==> src/rtl/tt_sweep_pkg.sv <==
// Shared types for the truth-table sweeper.
// Holds the FSM state encoding and the default input count.
package tt_sweep_pkg;

  localparam int N_IN_DEF = 4;

  typedef enum logic [1:0] {
    IDLE,
    SETTLE,
    SAMPLE,
    DONE
  } state_t;

endpackage

==> src/rtl/tt_settle_timer.sv <==
// Settle-interval counter: load clears it, count advances it.
// expire_o is high once SETTLE_CYCLES-1 is reached.
module tt_settle_timer #(
  parameter int SETTLE_CYCLES = 1
) (
  input  logic clk,
  input  logic rst_n,
  input  logic load_i,
  input  logic count_i,
  output logic expire_o
);

  localparam int W = $clog2(SETTLE_CYCLES + 1);
  localparam logic [W-1:0] LAST = W'(SETTLE_CYCLES - 1);

  logic [W-1:0] cnt_q, cnt_d;

  assign expire_o = (cnt_q == LAST);

  always_comb begin
    cnt_d = cnt_q;
    if (load_i) begin
      cnt_d = '0;
    end else if (count_i && !expire_o) begin
      cnt_d = cnt_q + 1'b1;
    end
  end

  always_ff @(posedge clk) begin
    if (!rst_n) begin
      cnt_q <= '0;
    end else begin
      cnt_q <= cnt_d;
    end
  end

endmodule

==> src/rtl/truth_table_sweeper.sv <==
// Sweeps all 2**N_IN input vectors of a combinational DUT and captures its output.
// Define TT_SWEEP_CHECK_EN to compare against the golden table (err/fail_idx).
module truth_table_sweeper
  import tt_sweep_pkg::*;
#(
  parameter int N_IN          = N_IN_DEF,
  parameter int SETTLE_CYCLES = 1
) (
  input  logic              clk,
  input  logic              rst_n,
  input  logic              start,
  input  logic              dut_out,
  input  logic [2**N_IN-1:0] expected,
  output logic [N_IN-1:0]   stim,
  output logic              busy,
  output logic              done,
  output logic [2**N_IN-1:0] truth_table,
  output logic              err,
  output logic [N_IN-1:0]   fail_idx
);

  localparam logic [N_IN:0] LAST_IDX = (N_IN + 1)'(2**N_IN - 1);

  state_t              state_q, state_d;
  logic [N_IN:0]       idx_q, idx_d;
  logic [N_IN-1:0]     stim_q, stim_d;
  logic [2**N_IN-1:0]  tt_q, tt_d;
  logic                err_q, err_d;
  logic [N_IN-1:0]     fidx_q, fidx_d;
  logic                tmr_load, tmr_count, tmr_expire;

  tt_settle_timer #(
    .SETTLE_CYCLES(SETTLE_CYCLES)
  ) u_timer (
    .clk     (clk),
    .rst_n   (rst_n),
    .load_i  (tmr_load),
    .count_i (tmr_count),
    .expire_o(tmr_expire)
  );

`ifndef TT_SWEEP_CHECK_EN
  logic unused_expected;
  assign unused_expected = ^expected;
`endif

  always_comb begin
    state_d   = state_q;
    idx_d     = idx_q;
    stim_d    = stim_q;
    tt_d      = tt_q;
    err_d     = err_q;
    fidx_d    = fidx_q;
    tmr_load  = 1'b0;
    tmr_count = 1'b0;
    unique case (state_q)
      IDLE: begin
        if (start) begin
          state_d  = SETTLE;
          idx_d    = '0;
          stim_d   = '0;
          tt_d     = '0;
          err_d    = 1'b0;
          fidx_d   = '0;
          tmr_load = 1'b1;
        end
      end
      SETTLE: begin
        tmr_count = 1'b1;
        if (tmr_expire) begin
          state_d = SAMPLE;
        end
      end
      SAMPLE: begin
        tt_d[idx_q[N_IN-1:0]] = dut_out;
`ifdef TT_SWEEP_CHECK_EN
        // Only the first mismatch is recorded
        if (!err_q && (dut_out != expected[idx_q[N_IN-1:0]])) begin
          err_d  = 1'b1;
          fidx_d = idx_q[N_IN-1:0];
        end
`endif
        if (idx_q == LAST_IDX) begin
          state_d = DONE;
        end else begin
          idx_d    = idx_q + 1'b1;
          stim_d   = idx_d[N_IN-1:0];
          tmr_load = 1'b1;
          state_d  = SETTLE;
        end
      end
      DONE: begin
        state_d = IDLE;
      end
      default: begin
        state_d = IDLE;
      end
    endcase
  end

  always_ff @(posedge clk) begin
    if (!rst_n) begin
      state_q <= IDLE;
      idx_q   <= '0;
      stim_q  <= '0;
      tt_q    <= '0;
      err_q   <= 1'b0;
      fidx_q  <= '0;
    end else begin
      state_q <= state_d;
      idx_q   <= idx_d;
      stim_q  <= stim_d;
      tt_q    <= tt_d;
      err_q   <= err_d;
      fidx_q  <= fidx_d;
    end
  end

  assign stim        = stim_q;
  assign busy        = (state_q == SETTLE) || (state_q == SAMPLE);
  assign done        = (state_q == DONE);
  assign truth_table = tt_q;
  assign err         = err_q;
  assign fail_idx    = fidx_q;

endmodule

==> config.mk <==
export PLATFORM = sky130hd
export DESIGN_NAME = truth_table_sweeper
export DESIGN_NICKNAME = d
export VERILOG_FILES = /design/src/rtl/tt_sweep_pkg.sv /design/src/rtl/tt_settle_timer.sv /design/src/rtl/truth_table_sweeper.sv
export SDC_FILE = /design/constraint.sdc
export NUM_CORES = 1
export LEC_CHECK = 0
export ABC_AREA = 1
export CAP_MARGIN = 40
export CORE_ASPECT_RATIO = 2
export CORE_MARGIN = 2
export CORE_UTILIZATION = 45
export DETAILED_ROUTE_END_ITERATION = 16
export PLACE_DENSITY_LB_ADDON = 0.08
export SYNTH_ARGS = -nofsm -noshare
export SYNTH_HDL_FRONTEND = slang
export SYNTH_HIERARCHICAL = 1
export SYNTH_SLANG_ARGS = --single-unit
export TNS_END_PERCENT = 10
==> constraint.sdc <==
create_clock -name clk -period 1.9 [get_ports clk]
set_input_delay 0.38 -clock clk [delete_from_list [all_inputs] [get_ports clk]]
set_output_delay 0.38 -clock clk [all_outputs]
set_load 0.005 [all_outputs]
==> summary.txt <==
Synth
  – Post-synthesis sequential area ratio: 33.54%
  – Mean area per synthesized cell: 6.339 µm²
  – Yosys warns: 6
  – Post-Syn Instances: 226
  – Syn Std Cell Area: 1433 µm²
  – Post-synth cell types: 21
  – FF+latch count, synth: 24

Final layout
  – Most frequent cells in the layout: nand2_1 (78), inv_1 (30), clkdlybuf4s50_1 (25)
  – Most common library cell in the layout ignoring fill and taps: nand2_1
  – P&R area growth vs syn: 25.07%
  – Layout cells sized above 1: 9.412%
  – N_diodes: 0
  – Layout net count: 285

Min path
  – Hold crit path type: reg2reg

Clock tree
  – Reg clk slew, reported paths: 90 ps
  – CTS Buf Count: 3
  – Hold buffer count at CTS: 0
  – TritonCTS clock tree: done
  – Clock sink count: 24
  – Htree depth: 1
  – Worst skew pair latency: 260 ps
  – Root Buffer: clkbuf_8
  – Worst-case clock buffer depth: 2

Floorplan
  – DIE AREA: 3678 µm²
  – FP Rows: 29
  – Placeable Area: 3120 µm²
  – Initial core utilization: 45.91%
  – Die Height: 83.80 µm
  – Die X: 43.90 µm
  – IO Pins: 47

Critical path
  – Critical path endpoint: busy
  – Req. time, crit path: 1520 ps
  – Crit-path max cell delay: 490 ps
  – Worst Setup Start Kind: register
  – Slowest cell on crit path: clkdlybuf4s50_1
  – Crit Path Max Fanout: 4
  – R2r endpoint: idx_q[0]
  – Stages on worst setup path: 3
  – Crit path buf inv count: 2
  – CP delay by family, top: buffers and inverters
  – Worst path cell trace: inv_1 -> ha_1 -> clkdlybuf4s50_1
  – Critical path type: reg2out
  – R2r worst-path depth: 7
  – Worst setup path start: state_q[1]
  – Endpoint class of the critical path: output port
  – Crit path DAT: 1460 ps
  – Reg-to-Reg Start: idx_q[2]
  – R2R setup slack: 340 ps

Routing
  – Remaining DRCs: 0
  – Vias: 1361
  – Via density: 4.759
  – Iter 0 DRT Violations: 16
  – DR WL/cell: 10.34 µm
  – Pre-antenna DRT Iters: 4
  – WL final: 2.958 mm
  – Post-route ant nets: 0

Power
  – VDD IR max: 0.4201 mV
  – Pwr/cell area: 707.5 nW/µm²
  – Pleak: 0.7602 nW

STA
  – # setup viols final: 0
  – Fmax: 543.6 MHz
  – Tmin final: 1840 ps
  – Final Max Slew Viols: 0
  – Final period utilization: 96.82%
  – Hold Vio Cnt, Final: 0
  – Setup_tns: 0 ps
  – Final setup skew: 3.145 ps
  – Setup WS post-layout: 60.46 ps

Global routing
  – GRT Util Overall: 17.68%
  – First-pass GRT wire length: 5.161 mm
  – Number of global-route vias before repair: 1255
  – Antenna violations before repair: 0
  – Largest net degree at the start of global routing: 22
  – Gr ovfl total: 0

Placed design
  – DPL Wire Length: 2.325 mm
  – IO buf count: 25
  – Gpl congestion: 0.7418
  – DP Worst Slack: 233.2 ps

Run status
  – Status: finished, final reports clean

Job
  – Maxcap violations: 0
worst min path at each step:
| stage | start | endpoint | slack, ps | depth (start not counted) |
|---|---|---|---|---|
| after floorplan | u_timer/cnt_q | u_timer/cnt_q | 410 | 2 |
| after global placement | u_timer/cnt_q | u_timer/cnt_q | 430 | 2 |
| after detailed placement | u_timer/cnt_q | u_timer/cnt_q | 430 | 2 |
| after CTS | u_timer/cnt_q | u_timer/cnt_q | 450 | 2 |
| after global routing | u_timer/cnt_q | u_timer/cnt_q | 470 | 2 |
| final | u_timer/cnt_q | u_timer/cnt_q | 440 | 2 |
worst min-delay path: cells and delay by family, from the launching register on:
family / cells / cell delay, ps
flip-flops: 1 / 320
AND/OR/NAND/NOR: 2 / 90
flip-flops by register name, indices dropped and copies added (netlist names):
signal,flops
truth_table,16
state_q,2
u_timer/cnt_q,1
idx_q,5
routing by layer:
metal / up-vias / global-route usage [%] / routed length, µm
li1: 734 / - / -
met1: 608 / 18.98 / 1194
met2: 15 / 32.75 / 1663
met3: 4 / 2.381 / 62
met4: 0 / 6.336 / 37
met5: - / 0 / 0
layout make-up:
class	count	area [µm²]
fillers	318	1329
multi-input cells	156	734.5
flip-flops and latches	24	483.0
repair buffers	37	352.8
inverters	34	127.6
clock buffers	4	55.05
well taps	31	38.79
cell usage after synthesis, drive strengths merged:
cell / n / share of area (%)
a21oi: 21 / 7.6
conb: 1 / 0.26
nor3: 1 / 0.35
o21ai: 5 / 2.0
buf: 14 / 6.8
nand3b: 1 / 0.52
nor2: 20 / 5.4
ha: 9 / 7.9
clkinv: 1 / 0.26
nand4: 2 / 0.87
clkbuf: 2 / 0.52
nand3: 14 / 4.9
dfxtp: 24 / 34
nand2: 78 / 20
inv: 33 / 8.6
stage by stage:
stage / util, % / area [µm²] / hold slack (ps) / total power, W / cells
floorplan: - / 1448 / 413.6 / 0.0007976 / 230
global placement: 54.85 / 1712 / 425.1 / 0.0009121 / 279
detailed placement: 54.85 / 1712 / 433.6 / 0.0009134 / 279
CTS: 56.70 / 1769 / 446.8 / 0.001273 / 283
global route: 57.42 / 1792 / 468.3 / 0.001358 / 286
finish: 57.42 / 1792 / 438.9 / 0.001268 / 286
logic make-up (layout without fill, tap and decap cells):
family / count (synthesis) / after routing / share of synthesized area, %
other cells: 1 / 5 / 0.2618
fa+ha+maj: 9 / 9 / 7.860
compound gates: 26 / 26 / 9.607
flops: 24 / 24 / 33.54
simple gates: 116 / 116 / 32.49
buf+inv: 50 / 75 / 16.24
power by group:
group	internal [W]	switching, W	total, W
clock	0.000185	0.000164	0.000349
sequential	0.000520	0.0000109	0.000531
combinational	0.000166	0.000221	0.000388
total	0.000871	0.000396	0.00127
repair_timing:
item                                   4_1_cts  5_1_grt
endpoints found under the hold margin        0        0
resized for setup                            2        0
setup endpoints to repair                    1        1
cloned                                       0        0
buffers inserted                             0        3
(Power assumes the default switching activity.)
